--- config.mk ---
export PLATFORM = sky130hd
export DESIGN_NAME = depacketizer
export DESIGN_NICKNAME = d
export VERILOG_FILES = /design/src/rtl/uart_ddr_pkg.sv /design/src/rtl/depacketizer.sv
export SDC_FILE = /design/constraint.sdc
export NUM_CORES = 1
export LEC_CHECK = 0
export ABC_AREA = 1
export ABC_CLOCK_PERIOD_IN_PS = 1700
export BUFFER_PORTS_ARGS = -buffer_cell sky130_fd_sc_hd__buf_2
export CAP_MARGIN = 25
export CORE_MARGIN = 5
export CORE_UTILIZATION = 50
export CTS_BUF_LIST = sky130_fd_sc_hd__clkbuf_4 sky130_fd_sc_hd__clkbuf_8
export DETAILED_ROUTE_END_ITERATION = 7
export PLACE_DENSITY = 0.75
export SETUP_SLACK_MARGIN = 0.5
export SYNTH_ARGS = -nofsm -noshare
export SYNTH_HDL_FRONTEND = slang
export SYNTH_SLANG_ARGS = --single-unit
--- constraint.sdc ---
create_clock -name i_clk -period 1.7 [get_ports i_clk]
set_clock_uncertainty 0.2 [all_clocks]
set_input_delay 0.17 -clock i_clk [delete_from_list [all_inputs] [get_ports i_clk]]
set_output_delay 0.17 -clock i_clk [all_outputs]
set_load 0.02 [all_outputs]
--- src/rtl/uart_ddr_pkg.sv ---
// Shared definitions for the UART <-> DDR byte/word path.
//
// Contents:
//   BYTE_W, WORD_W  - default byte and storage word widths
//   ST_IDLE/ST_SEND - state encodings shared by packetizer/depacketizer FSMs
//   num_slices()    - number of OUT_W slices in an IN_W word
//   idx_width()     - width of a slice index register (never below 1 bit)
package uart_ddr_pkg;

  localparam int unsigned BYTE_W = 8;
  localparam int unsigned WORD_W = 16;

  localparam logic [0:0] ST_IDLE = 1'b0;
  localparam logic [0:0] ST_SEND = 1'b1;

  function automatic int unsigned num_slices(input int unsigned in_w, input int unsigned out_w);
    return in_w / out_w;
  endfunction

  function automatic int unsigned idx_width(input int unsigned n);
    return (n <= 2) ? 1 : $clog2(n);
  endfunction

endpackage

--- src/rtl/depacketizer.sv ---
// Splits wide words from the read-side FIFO into a serial byte stream for the UART TX.
// Slice order matches the packetizer so a packetize/store/depacketize round trip
// reproduces the original byte sequence.
//
// Ports:
//   i_clk    - clock
//   i_rst    - synchronous active-high reset; discards any partially sent word
//   i_valid  - upstream word valid
//   i_data   - upstream word, taken when i_valid && o_ready
//   o_ready  - word can be accepted this cycle (combinational, independent of i_valid)
//   o_data   - registered output byte
//   o_valid  - registered output byte valid
//   i_ready  - downstream accepts the byte this cycle
//   o_busy   - a word is in flight
module depacketizer
  import uart_ddr_pkg::*;
#(
  parameter int unsigned IN_W      = WORD_W,
  parameter int unsigned OUT_W     = BYTE_W,
  parameter int unsigned MSB_FIRST = 1
) (
  input  logic             i_clk,
  input  logic             i_rst,
  input  logic             i_valid,
  input  logic [IN_W-1:0]  i_data,
  output logic             o_ready,
  output logic [OUT_W-1:0] o_data,
  output logic             o_valid,
  input  logic             i_ready,
  output logic             o_busy
);

  localparam int unsigned N     = num_slices(IN_W, OUT_W);
  localparam int unsigned IDX_W = idx_width(N);
  localparam logic [IDX_W-1:0] LAST_IDX = IDX_W'(N - 1);

  if ((IN_W % OUT_W) != 0 || N < 2) begin : g_bad_width
    $error("depacketizer: IN_W must be a multiple of OUT_W with at least two slices");
  end

  logic [0:0]       state_q, state_d;
  logic [IDX_W-1:0] idx_q, idx_d;
  logic [IN_W-1:0]  shift_q, shift_d;
  logic [OUT_W-1:0] data_q, data_d;
  logic             valid_q, valid_d;

  logic             last_slice;
  logic             handshake;
  logic [IN_W-1:0]  shift_next;

  // The slice to emit always sits at the "front" end of the shift register, so
  // the output mux is fixed and only the shift direction depends on MSB_FIRST.
  function automatic logic [OUT_W-1:0] front_slice(input logic [IN_W-1:0] w);
    if (MSB_FIRST != 0) begin
      return w[IN_W-1 -: OUT_W];
    end else begin
      return w[OUT_W-1:0];
    end
  endfunction

  assign shift_next = (MSB_FIRST != 0) ? (shift_q << OUT_W) : (shift_q >> OUT_W);
  assign last_slice = (idx_q == LAST_IDX);
  assign handshake  = valid_q && i_ready;

  // Ready on the final slice only when that slice is actually leaving, which
  // lets the next word load on the same edge with no bubble.
  assign o_ready = (state_q == ST_IDLE) || ((state_q == ST_SEND) && last_slice && i_ready);

  always_comb begin
    state_d = state_q;
    idx_d   = idx_q;
    shift_d = shift_q;
    data_d  = data_q;
    valid_d = valid_q;

    case (state_q)
      ST_IDLE: begin
        if (i_valid) begin
          state_d = ST_SEND;
          valid_d = 1'b1;
          shift_d = i_data;
          data_d  = front_slice(i_data);
          idx_d   = '0;
        end
      end

      ST_SEND: begin
        if (handshake) begin
          if (!last_slice) begin
            shift_d = shift_next;
            data_d  = front_slice(shift_next);
            idx_d   = idx_q + IDX_W'(1);
          end else if (i_valid) begin
            shift_d = i_data;
            data_d  = front_slice(i_data);
            idx_d   = '0;
          end else begin
            state_d = ST_IDLE;
            valid_d = 1'b0;
          end
        end
      end

      default: begin
        state_d = ST_IDLE;
        valid_d = 1'b0;
      end
    endcase
  end

  always_ff @(posedge i_clk) begin
    if (i_rst) begin
      state_q <= ST_IDLE;
      idx_q   <= '0;
      shift_q <= '0;
      data_q  <= '0;
      valid_q <= 1'b0;
    end else begin
      state_q <= state_d;
      idx_q   <= idx_d;
      shift_q <= shift_d;
      data_q  <= data_d;
      valid_q <= valid_d;
    end
  end

  assign o_data  = data_q;
  assign o_valid = valid_q;
  assign o_busy  = (state_q == ST_SEND);

endmodule
==> flow_metrics.py <==
metrics = {
    "route": {
        "detailroute.via_count": 1112,
        "drt_iter0_drc": 33,
        "antenna_violating_nets_post_route": 0,
        "remaining_drc_errors": 0,
        "detail_route.vias_per_cell": 5.12,
        "route.detailed.wl_per_inst_um": 12.4,
        "routed_wirelength_mm": 2.68,
        "dr.pass1.iters": 4,
    },
    "final_layout": {
        "synthToLayoutAreaGrowth_pct": 35.8,
        "share_of_layout_cells_above_drive_strength_1_pct": 34.2,
        "antennaDiodeCount": 0,
        "num-nets-final": 211,
        "fillerInstances": 172,
        "postLayoutCellArea_mm2": 0.00137,
        "post-route-util_pct": 70.6,
        "final-instance-count-excl-fill": 217,
    },
    "sta": {
        "finalCritPeriodShare_pct": 80.6,
        "final-setup-viol-count": 0,
        "fmax_ghz": 0.730,
        "max-slew-margin-rel_pct": 77.4,
        "final-hold-violation-count": 0,
        "slew_viol_final": 0,
        "grt_setup_unrepaired": "true",
        "period_minus_slack_ps": 1370,
        "tightestPinTransition_ps": 339,
        "timing.hold.ws_ps": 28.2,
        "fin_setup_tns_ps": 0,
    },
    "yosys": {
        "post_synth_instance_area_mm2": 0.00101,
        "synthDistinctLibCells": 18,
        "synth.net_count": 175,
        "yosys_warnings": 0,
        "synthesis.area_per_instance_um2": 6.51,
        "netlist.area_leader.share_pct": 37.7,
        "number_of_standard_cells_after_synthesis": 155,
        "synth_seq_area_share_pct": 37.7,
        "synth_seq_cells": 19,
        "synth_largest_area_cell": "sky130_fd_sc_hd__dfxtp_1",
        "ys_top_cells_by_area": "sky130_fd_sc_hd__dfxtp_1 (38%), sky130_fd_sc_hd__nand2_1 (14%), sky130_fd_sc_hd__nand3_1 (14%), sky130_fd_sc_hd__nor2_1 (8.6%), sky130_fd_sc_hd__a21oi_1 (5.5%)",
    },
    "placement": {
        "total_placed_cells_including_tap_cells": 205,
        "hpwl_mm": 1.74,
        "dpl-instance-area_mm2": 0.00116,
        "port_buffers": 30,
        "globalplace.congestion": 0.783,
    },
    "critical_path": {
        "path_class": "reg2out",
        "cp-end-kind": "output pin",
        "worst-endpoint-arrival_ps": 1000,
        "worstPathRequired_ps": 1330,
        "worst_reg_to_reg_path_cell_count": 6,
        "critPathMaxFanout": 4,
        "critPathLaunchType": "flop",
        "critical_path.startpoint": "o_busy",
        "startpoint_of_the_worst_slack_reg_to_reg_timing_path": "o_busy",
    },
    "clocking": {
        "cts-buffers-inserted": 3,
        "post_cts_hold_buffer_count": 0,
        "cts_num_sinks": 19,
        "root_buffer": "sky130_fd_sc_hd__clkbuf_4",
        "clk_pin_slew_worst_paths_ps": 110,
        "cts-htree-levels": 1,
        "cts_buffer_depth": 2,
        "tritoncts": "done",
        "worst_skew_pair.late_latency_ps": 290,
    },
    "floorplan": {
        "core.rowCount": 16,
        "ios": 31,
        "effective_utilization_at_floorplan_pct": 52.0,
        "die_width_um": 54.9,
        "core_region_mm2": 0.00194,
        "floorplan.die_area_mm2": 0.00302,
        "fp.dieH_um": 54.9,
    },
    "hold_path": {
        "hold_path_class": "in2reg",
        "worst_hold_path.num_cells": 5,
        "worst_hold_startpoint": "i_data[10]",
    },
    "run_status": {
        "run_status": "complete, no violations",
    },
    "power_and_ir_drop": {
        "p_leak_uw": 0.000629,
        "vdd_drop_max_mv": 0.459,
        "pwr_cell_area_mw_per_mm2": 800,
    },
    "grt": {
        "grt_use_total_pct": 19.3,
        "grt_max_degree": 20,
        "grt_pass1_wl_mm": 4.18,
        "grt_overflow_total": 0,
        "initial_antenna_violation_count": 0,
        "grt_pass1_vias": 962,
    },
    "run": {
        "max_cap_viol_count": 0,
    },
}
-- placed cells by master, fill, tap and decap left out --
cell type	synthesis	final
sky130_fd_sc_hd__nand2_1	39	36
sky130_fd_sc_hd__nand3_1	29	29
sky130_fd_sc_hd__nor2_1	23	21
sky130_fd_sc_hd__buf_2	1	20
sky130_fd_sc_hd__buf_4	3	15
sky130_fd_sc_hd__inv_1	12	12
sky130_fd_sc_hd__dfxtp_1	19	12
sky130_fd_sc_hd__a21oi_1	11	9
sky130_fd_sc_hd__o21ai_0	6	6
sky130_fd_sc_hd__dfxtp_2	0	5
sky130_fd_sc_hd__clkbuf_4	0	4
sky130_fd_sc_hd__buf_6	2	3
sky130_fd_sc_hd__nand2_8	0	2
sky130_fd_sc_hd__nand2_4	1	2
sky130_fd_sc_hd__a21oi_2	1	2
sky130_fd_sc_hd__dfxtp_4	0	2
sky130_fd_sc_hd__nand3_4	0	1
sky130_fd_sc_hd__nand2_2	1	1
sky130_fd_sc_hd__inv_2	3	1
sky130_fd_sc_hd__inv_4	0	1
sky130_fd_sc_hd__inv_8	0	1
sky130_fd_sc_hd__a21oi_4	0	1
sky130_fd_sc_hd__nor2_2	0	1
sky130_fd_sc_hd__nor2_4	0	1
sky130_fd_sc_hd__o21ai_2	0	1
sky130_fd_sc_hd__buf_12	0	1
-- Yosys cell counts --
cell type,number
sky130_fd_sc_hd__clkbuf_1,1
sky130_fd_sc_hd__a21oi_1,11
sky130_fd_sc_hd__nor2_1,23
sky130_fd_sc_hd__buf_4,3
sky130_fd_sc_hd__nand2_4,1
sky130_fd_sc_hd__nand3_2,1
sky130_fd_sc_hd__nand2_2,1
sky130_fd_sc_hd__inv_1,12
sky130_fd_sc_hd__o21ai_0,6
sky130_fd_sc_hd__buf_2,1
sky130_fd_sc_hd__nand2_1,39
sky130_fd_sc_hd__o21ai_1,1
sky130_fd_sc_hd__buf_6,2
sky130_fd_sc_hd__inv_2,3
sky130_fd_sc_hd__dfxtp_1,19
sky130_fd_sc_hd__a21oi_2,1
sky130_fd_sc_hd__nand3_1,29
sky130_fd_sc_hd__buf_8,1
-- flip-flops by register name, indices dropped and copies added (netlist names) --
| signal | flops |
|---|---|
| o_data | 8 |
| shift_q | 8 |
| idx_q | 1 |
| o_busy | 1 |
| o_valid | 1 |
-- critical path, cell delays in order, from the launching register on --
cell and delay, ps:
sky130_fd_sc_hd__dfxtp_4 400, sky130_fd_sc_hd__buf_12 130, sky130_fd_sc_hd__nand2_8 50, sky130_fd_sc_hd__buf_6 130
-- path summary, 6_finish.rpt --
| path | end | slack (ps) |
|---|---|---|
| worst max register to register | o_data[4] | 370 |
| worst min register to register | shift_q[4] | 280 |
| worst max-delay path | o_ready | 330 |
| worst min-delay path | o_data[2] | 30 |
-- per-layer routing --
metal	wire (um)	GRT usage (%)	up-vias
met1	1240	25.5	500
met5	0	0	-
met3	141	2.95	6
met2	1260	31.5	40
met4	44	7.29	0
li1	-	-	566
-- layout make-up --
class	count	area (um^2)	area share, %
Multi-Input combinational cell	113	581	42.3
Sequential cell	19	394	28.7
Timing Repair Buffer	39	267	19.4
Inverter	15	66.3	4.84
Tap cell	27	33.8	2.46
Clock buffer	4	30.0	2.19
-- kinds of logic after synthesis --
logic type | after synthesis | share of synthesized area [%]
compound gates | 19 | 9.79
flops | 19 | 37.7
simple gates | 94 | 40.1
buf+inv | 23 | 12.4
-- through the flow --
stage / power [uW] / setup WS, ps
finish: 1100 / 330
global route: 1150 / 289
CTS: 1070 / 325
detailed placement: 768 / 316
global placement: 763 / 357
floorplan: 706 / 402
-- power breakdown --
part | leakage, uW | switching (uW) | internal (uW)
clock network | 0.0000184 | 143 | 107
registers | 0.000159 | 26.7 | 482
logic | 0.000451 | 197 | 141
total | 0.000629 | 367 | 730
-- repair_timing --
action | CTS | global route
resized for setup | 18 | 16
hold endpoints to repair | 0 | 0
buffers inserted | 8 | 0
cloned | 0 | 0
pin swaps | 1 | 7
endpoints found under the setup margin | 25 | 28
(Power assumes the default switching activity.)
